File: src/rtl/pipe_ctrl_pkg.sv
`default_nettype none
// ============================================================================
//  Module      : pipe_ctrl_pkg
//  Description : Shared definitions for the pipeline hazard controller:
//                instruction codes, register/status codes, control levels,
//                datapath widths, FSM state encodings and small helpers.
//  Revision    : 1.0 - initial release
// ============================================================================
package pipe_ctrl_pkg;

    // Datapath widths (byte-wide codes, word-wide counters)
    localparam int BYTE_W = 8;
    localparam int WORD_W = 32;

    // Instruction codes
    localparam logic [BYTE_W-1:0] INOP    = 8'h01;
    localparam logic [BYTE_W-1:0] IMRMOVL = 8'h05;
    localparam logic [BYTE_W-1:0] IJXX    = 8'h07;
    localparam logic [BYTE_W-1:0] IRET    = 8'h09;
    localparam logic [BYTE_W-1:0] IPOPL   = 8'h0B;

    // "No register" identifier
    localparam logic [BYTE_W-1:0] RNONE   = 8'h0F;

    // Status codes
    localparam logic [BYTE_W-1:0] SAOK    = 8'h01;
    localparam logic [BYTE_W-1:0] SHLT    = 8'h02;
    localparam logic [BYTE_W-1:0] SADR    = 8'h03;
    localparam logic [BYTE_W-1:0] SINS    = 8'h04;

    // Pipeline register control levels
    localparam logic ENABLE  = 1'b1;
    localparam logic DISABLE = 1'b0;

    // Controller FSM state encodings
    localparam logic [1:0] ST_RUN   = 2'd0;
    localparam logic [1:0] ST_DRAIN = 2'd1;
    localparam logic [1:0] ST_HALT  = 2'd2;

    // Bundle of the six pipeline register controls
    typedef struct packed {
        logic f_stall;
        logic d_stall;
        logic d_bubble;
        logic e_bubble;
        logic m_bubble;
        logic w_stall;
    } ctl_t;

    localparam ctl_t CTL_IDLE = '{f_stall: DISABLE, d_stall: DISABLE,
                                  d_bubble: DISABLE, e_bubble: DISABLE,
                                  m_bubble: DISABLE, w_stall: DISABLE};

    // A status is exceptional when it stops the machine (address, bad instr, halt)
    function automatic logic is_exc(input logic [BYTE_W-1:0] stat);
        return (stat == SADR) || (stat == SINS) || (stat == SHLT);
    endfunction

    // Loads that write a register from memory and so create load-use hazards
    function automatic logic is_load(input logic [BYTE_W-1:0] icode);
        return (icode == IMRMOVL) || (icode == IPOPL);
    endfunction

endpackage : pipe_ctrl_pkg
`default_nettype wire

File: src/rtl/pipe_ctrl_sat_counter.sv
`default_nettype none
// ============================================================================
//  Module      : sat_counter
//  Description : Up counter that sticks at all-ones instead of wrapping.
//                Synchronous active-high reset and synchronous clear.
//  Revision    : 1.0 - initial release
// ============================================================================
module sat_counter #(
    parameter int WIDTH = 32
) (
    input  logic             clk,
    input  logic             rst,
    input  logic             clr_i,
    input  logic             inc_i,
    output logic [WIDTH-1:0] cnt_o
);

    logic [WIDTH-1:0] cnt_q;
    logic [WIDTH-1:0] cnt_d;
    logic             at_max;

    assign at_max = &cnt_q;

    // Next count: clear wins, otherwise increment unless already saturated
    always_comb begin
        cnt_d = cnt_q;
        if (clr_i) begin
            cnt_d = '0;
        end else if (inc_i && !at_max) begin
            cnt_d = cnt_q + WIDTH'(1);
        end
    end

    // Count register
    always_ff @(posedge clk) begin
        if (rst) begin
            cnt_q <= '0;
        end else begin
            cnt_q <= cnt_d;
        end
    end

    assign cnt_o = cnt_q;

endmodule : sat_counter
`default_nettype wire

File: src/rtl/pipe_ctrl.sv
`default_nettype none
// ============================================================================
//  Module      : pipe_ctrl
//  Description : Five-stage pipeline hazard controller. Derives stall and
//                bubble controls from load-use, return and mispredict
//                hazards, drains and halts on exceptions, and keeps
//                saturating stall/bubble performance counters.
//  Revision    : 1.0 - initial release
// ============================================================================
module pipe_ctrl
    import pipe_ctrl_pkg::*;
(
    input  logic              clk,
    input  logic              rst,
    input  logic [BYTE_W-1:0] D_icode_i,
    input  logic [BYTE_W-1:0] d_srcA_i,
    input  logic [BYTE_W-1:0] d_srcB_i,
    input  logic [BYTE_W-1:0] E_icode_i,
    input  logic [BYTE_W-1:0] E_dstM_i,
    input  logic              e_Cnd_i,
    input  logic [BYTE_W-1:0] M_icode_i,
    input  logic [BYTE_W-1:0] m_stat_i,
    input  logic [BYTE_W-1:0] W_stat_i,
    output logic              F_stall_o,
    output logic              D_stall_o,
    output logic              D_bubble_o,
    output logic              E_bubble_o,
    output logic              M_bubble_o,
    output logic              W_stall_o,
    output logic              halted_o,
    output logic [WORD_W-1:0] stall_cnt_o,
    output logic [WORD_W-1:0] bubble_cnt_o
);

    // ------------------------------------------------------------------
    // Hazard detection
    // ------------------------------------------------------------------
    logic load_use;
    logic ret_inflight;
    logic mispred;
    logic m_exc;
    logic w_exc;

    // Classify the hazards present in the current cycle
    always_comb begin
        load_use     = is_load(E_icode_i)
                     && (E_dstM_i != RNONE)
                     && ((E_dstM_i == d_srcA_i) || (E_dstM_i == d_srcB_i));
        ret_inflight = (D_icode_i == IRET) || (E_icode_i == IRET)
                     || (M_icode_i == IRET);
        mispred      = (E_icode_i == IJXX) && !e_Cnd_i;
        m_exc        = is_exc(m_stat_i);
        w_exc        = is_exc(W_stat_i);
    end

    // ------------------------------------------------------------------
    // Controller FSM
    // ------------------------------------------------------------------
    logic [1:0] state_q;
    logic [1:0] state_d;

    // State register; reset overrides any pending transition
    always_ff @(posedge clk) begin
        if (rst) begin
            state_q <= ST_RUN;
        end else begin
            state_q <= state_d;
        end
    end

    // Next state: a writeback exception halts at once, a memory-stage
    // exception first drains until it reaches writeback; halt is sticky
    always_comb begin
        state_d = state_q;
        case (state_q)
            ST_RUN: begin
                if (w_exc) begin
                    state_d = ST_HALT;
                end else if (m_exc) begin
                    state_d = ST_DRAIN;
                end
            end
            ST_DRAIN: begin
                if (w_exc) begin
                    state_d = ST_HALT;
                end
            end
            ST_HALT: begin
                state_d = ST_HALT;
            end
            default: begin
                state_d = ST_RUN;
            end
        endcase
    end

    // ------------------------------------------------------------------
    // Control outputs
    // ------------------------------------------------------------------
    ctl_t ctl;

    // Output decode: hazard equations in RUN/DRAIN, frozen pipe in HALT,
    // everything released while reset is held
    always_comb begin
        ctl = CTL_IDLE;
        if (rst) begin
            ctl = CTL_IDLE;
        end else begin
            case (state_q)
                ST_HALT: begin
                    ctl.f_stall  = ENABLE;
                    ctl.d_stall  = ENABLE;
                    ctl.d_bubble = DISABLE;
                    ctl.e_bubble = ENABLE;
                    ctl.m_bubble = ENABLE;
                    ctl.w_stall  = ENABLE;
                end
                default: begin
                    // Load-use stalls decode, so it must not also be
                    // bubbled by an in-flight return
                    ctl.f_stall  = load_use | ret_inflight;
                    ctl.d_stall  = load_use;
                    ctl.d_bubble = mispred | (ret_inflight & ~load_use);
                    ctl.e_bubble = mispred | load_use;
                    ctl.m_bubble = m_exc | w_exc | (state_q == ST_DRAIN);
                    ctl.w_stall  = w_exc;
                end
            endcase
        end
    end

    assign F_stall_o  = ctl.f_stall;
    assign D_stall_o  = ctl.d_stall;
    assign D_bubble_o = ctl.d_bubble;
    assign E_bubble_o = ctl.e_bubble;
    assign M_bubble_o = ctl.m_bubble;
    assign W_stall_o  = ctl.w_stall;
    assign halted_o   = (state_q == ST_HALT) && !rst;

    // ------------------------------------------------------------------
    // Performance counters
    // ------------------------------------------------------------------
    logic stall_inc;
    logic bubble_inc;

    // Count from the controls actually driven; a halted pipe is not counted
    always_comb begin
        stall_inc  = (ctl.f_stall  | ctl.d_stall)  && (state_q != ST_HALT);
        bubble_inc = (ctl.d_bubble | ctl.e_bubble) && (state_q != ST_HALT);
    end

    sat_counter #(
        .WIDTH (WORD_W)
    ) u_stall_cnt (
        .clk   (clk),
        .rst   (rst),
        .clr_i (1'b0),
        .inc_i (stall_inc),
        .cnt_o (stall_cnt_o)
    );

    sat_counter #(
        .WIDTH (WORD_W)
    ) u_bubble_cnt (
        .clk   (clk),
        .rst   (rst),
        .clr_i (1'b0),
        .inc_i (bubble_inc),
        .cnt_o (bubble_cnt_o)
    );

endmodule : pipe_ctrl
`default_nettype wire

File: config.mk
export PLATFORM = sky130hd
export DESIGN_NAME = pipe_ctrl
export DESIGN_NICKNAME = d
export VERILOG_FILES = /design/src/rtl/pipe_ctrl_pkg.sv /design/src/rtl/pipe_ctrl_sat_counter.sv /design/src/rtl/pipe_ctrl.sv
export SDC_FILE = /design/constraint.sdc
export NUM_CORES = 1
export LEC_CHECK = 0
export ABC_AREA = 1
export BUFFER_PORTS_ARGS = -buffer_cell sky130_fd_sc_hd__buf_4
export CAP_MARGIN = 30
export CORE_UTILIZATION = 53
export DETAILED_ROUTE_END_ITERATION = 6
export PLACE_DENSITY = 0.81
export SYNTH_ARGS = -nofsm -noshare
export SYNTH_HDL_FRONTEND = slang
export SYNTH_SLANG_ARGS = --single-unit
export TNS_END_PERCENT = 50
File: constraint.sdc
create_clock -name clk -period 2.5 [get_ports clk]
set_clock_uncertainty 0.1 [all_clocks]
set_input_delay 0.5 -clock clk [delete_from_list [all_inputs] [get_ports clk]]
set_output_delay 0.5 -clock clk [all_outputs]
set_load 0.05 [all_outputs]
==> impl_summary.log <==
[metrics] total clock buffers created by CTS: 9
[metrics] vertical die dimension: 97.7 µm
[metrics] number of buffers inserted by port buffering: 137
[metrics] clock tree root buffer cell: sky130_fd_sc_hd__clkbuf_8
[metrics] Final nets: 957
[metrics] top cells by area in the synthesized netlist: sky130_fd_sc_hd__dfxtp_1 (27%), sky130_fd_sc_hd__nand2_1 (17%), sky130_fd_sc_hd__nor2_1 (7.0%)
[metrics] highest-delay cell along the critical path: sky130_fd_sc_hd__dfxtp_1
[metrics] Slew Limit Headroom: 0.602
[metrics] overall routing resource usage: 0.303
[metrics] share of total power in sequential cells: 0.450
[metrics] largest net degree at the start of global routing: 39
[metrics] cell mode on critical path: sky130_fd_sc_hd__inv_1
[metrics] shortest clock period the worst path allows after layout: 2.35 ns
[metrics] detailed router's first-iteration violation count: 264
[metrics] area share of the leading cell type in the synthesized netlist: 0.272
[metrics] Post-Synthesis Cell Area: 4850 µm²
[metrics] most instantiated flip-flop cell in the synthesis netlist: sky130_fd_sc_hd__dfxtp_1
[metrics] wire length of the first global-routing pass: 23700 µm
[metrics] routability congestion estimate from global placement: 0.924
[metrics] starting utilization of the core area: 0.551
[metrics] count of flip-flops with a built-in enable after synthesis: 0
[metrics] syn avg cell area: 6.47 µm²
[metrics] switching power summed over all nets: 698 µW
[metrics] RSZ-0062 raised after global routing: no
[metrics] full die area: 9540 µm²
[metrics] vias after detailed routing: 5371
[metrics] Data arrival, critical path: 1.75 ns
[metrics] total of endpoints with negative setup slack in the final report: 0
[metrics] proportion of synthesized chip area in sequential cells: 0.272
[metrics] largest stage delay on the critical path: 0.34 ns
[metrics] via count of the first global-routing pass: 5165
[metrics] Unique masters post-synth: 39
[metrics] average wire per standard cell: 13.9 µm
[metrics] Slew @ Worst Pin: 0.588 ns
[metrics] gate count of the mapped netlist: 750
[metrics] deepest level of the CTS H-tree: 3
[metrics] combinational cell fraction of total power: 0.154
[metrics] share of total power in the clock network: 0.396
[metrics] post-route worst setup slack: 0.154 ns
[metrics] number of clock sinks: 66
[metrics] PD cells: 388 nW/µm²
[metrics] via count normalized by instance count: 5.39
[metrics] Setup Crit Path Kind: reg2out
[metrics] status: complete, but fails checks
[metrics] width of the die: 97.7 µm
[metrics] half-perimeter wire length after detailed placement: 10600 µm
[metrics] sw frac: 0.293
[metrics] most numerous cell types in the synthesized netlist: sky130_fd_sc_hd__nand2_1 (216), sky130_fd_sc_hd__nor2_1 (91), sky130_fd_sc_hd__dfxtp_1 (66)
[metrics] violations in the final reports: DRC
[metrics] count of final hold-check violations: 0
[metrics] cell-by-cell listing of the critical path: inv_1, ha_1, clkinv_1, nand3b_2, nand2_2, inv_1, buf_4
[metrics] final global-route overflow total: 0
[metrics] worst setup path start: state_q[0]
[metrics] Rows: 34
[metrics] Area Overhead vs Synth: 26.6%
[metrics] number of nets with antenna violations after detailed routing: 0
[metrics] cell internal pwr: 1680 µW
[metrics] number of max-slew violations in the final report: 0
[metrics] smallest hold slack: 0.376 ns
[metrics] async set-or-reset flop fraction in the synthesized netlist: 0
[metrics] clock network latency to the later pin of the worst-skew pair: 0.35 ns
[metrics] count of pins on the block boundary: 138
[metrics] source of the worst hold timing path: rst
[metrics] utilization of the core after routing: 0.698
[metrics] Worst R2R Start: u_bubble_cnt.cnt_o[1]
[metrics] worst slack, placed: 0.255 ns
[metrics] f_max: 0.426 GHz
[metrics] CTS tree: done
[metrics] post-CTS repair timing setup buffer count: 0
[metrics] net count after synthesis: 823
[metrics] Startpoint Class: register
[metrics] biggest fanout along the worst timing path: 10
[metrics] type of the tightest min-delay check: in2reg
[metrics] max-capacitance violation count: 0
[metrics] DRC violations left: 16
[metrics] top cell type by total area after synthesis: sky130_fd_sc_hd__dfxtp_1
[metrics] first drt pass iteration count: 7
[metrics] post-detailed-routing wire length: 13800 µm
[metrics] Pleak: 0.00269 µW
[metrics] sum of negative setup slack: 0 ns
[metrics] Seq cells post-synth: 66
[metrics] crit share post-route: 0.938
[metrics] area inside the core boundary: 8810 µm²
[metrics] CTS max path bufs: 2
[metrics] data required time at the worst endpoint: 1.90 ns
[metrics] largest vdd supply drop: 0.000217 V
[metrics] ratio of cells with drive above 1 in the final layout: 0.254
[metrics] critical path capture point type: primary output
[metrics] clk slew on worst S/H paths: 0.08 ns
[metrics] antenna diode count: 0
[metrics] YS warnings: 0
[metrics] most frequent cell after synthesis: sky130_fd_sc_hd__nand2_1
[metrics] initial antenna violation count: 0
==> per-layer routing <==
layer	vias to the layer above	routed length (µm)	track usage	part of all wire
li1	2695	-	-	-
met1	2449	5680	0.353	0.41
met2	190	7010	0.542	0.51
met3	37	683	0.0417	0.049
met4	0	461	0.150	0.033
met5	-	0	0	0
==> placed cells by master (no fill, tap or decap), types with 3 or more instances in the layout <==
cell type	netlist	layout
sky130_fd_sc_hd__a21oi_1	54	54
sky130_fd_sc_hd__a21oi_2	10	10
sky130_fd_sc_hd__buf_12	0	3
sky130_fd_sc_hd__buf_4	4	144
sky130_fd_sc_hd__clkbuf_8	0	9
sky130_fd_sc_hd__dfxtp_1	66	66
sky130_fd_sc_hd__ha_1	6	6
sky130_fd_sc_hd__inv_1	62	62
sky130_fd_sc_hd__inv_2	9	9
sky130_fd_sc_hd__nand2_1	216	216
sky130_fd_sc_hd__nand2_2	15	15
sky130_fd_sc_hd__nand3_1	49	49
sky130_fd_sc_hd__nand3_2	11	11
sky130_fd_sc_hd__nand4_1	20	20
sky130_fd_sc_hd__nand4_2	3	3
sky130_fd_sc_hd__nor2_1	91	91
sky130_fd_sc_hd__nor2_2	7	7
sky130_fd_sc_hd__nor3_1	22	22
sky130_fd_sc_hd__nor4_1	8	8
sky130_fd_sc_hd__o21ai_0	4	4
sky130_fd_sc_hd__xnor2_1	18	18
sky130_fd_sc_hd__xor2_1	35	35
==> worst max-delay path, delay by kind of cell (launching register included) <==
kind / cells / cell delay (ns)
buffers and inverters: 4 / 0.61
DFF: 1 / 0.34
and+or+nand+nor: 2 / 0.28
adders and majority gates: 1 / 0.16
==> sequential cells by signal, indices dropped and copies added, names as in the netlist <==
signal and count:
state_q 2, u_bubble_cnt.cnt_o 32, u_stall_cnt.cnt_o 32
==> cell families (layout without fill, tap and decap cells) <==
kind of cell               count (synthesis)  after routing  share of synthesized area
xor gates and xnor gates                  53             53                     0.0956
buffers and inverters                     96            235                     0.0951
and+or+nand+nor                          454            454                      0.432
DFF                                       66             66                      0.272
adders and majority gates                  6              6                     0.0155
AOI/OAI and AO/OA                         75             75                     0.0892
==> final cells by class <==
type | count | area [µm²]
tap | 108 | 135
fill | 789 | 2660
multi-input combinational | 588 | 3080
inverter | 72 | 270
clock inverter | 7 | 75.1
timing repair buffer | 147 | 1140
sequential | 66 | 1320
clock buffer | 9 | 124
==> power groups by stage <==
| stage | registers (µW) | clock network, µW | logic (µW) |
|---|---|---|---|
| detailed placement | 1100 | 0 | 366 |
| global placement | 1100 | 0 | 350 |
| finish | 1070 | 942 | 367 |
| CTS | 1070 | 953 | 367 |
| floorplan | 1100 | 0 | 211 |
| global route | 1070 | 1000 | 404 |
==> through the flow <==
step           instance area [µm²]  cells  power (µW)
6_report                      6150    997        2380
5_1_grt                       6150    997        2480
4_1_cts                       6140    997        2390
3_5_place_dp                  5940    981        1460
3_3_place_gp                  5940    981        1450
2_1_floorplan                 4850    750        1310
==> path summary, 6_finish.rpt <==
check,to,slack [ns],cells past startpoint
hold reg to reg,u_bubble_cnt.cnt_o[30],0.42,2
setup reg to reg,u_bubble_cnt.cnt_o[6],0.27,9
hold / removal,u_bubble_cnt.cnt_o[19],0.38,4
setup / recovery,F_stall_o,0.15,7
==> timing repair <==
action | 4_1_cts | 5_1_grt
endpoints found under the setup margin | 0 | 1
resized for setup | 0 | 1
hold buffers | 0 | 0
No activity file was read; power rests on OpenSTA's default activity.
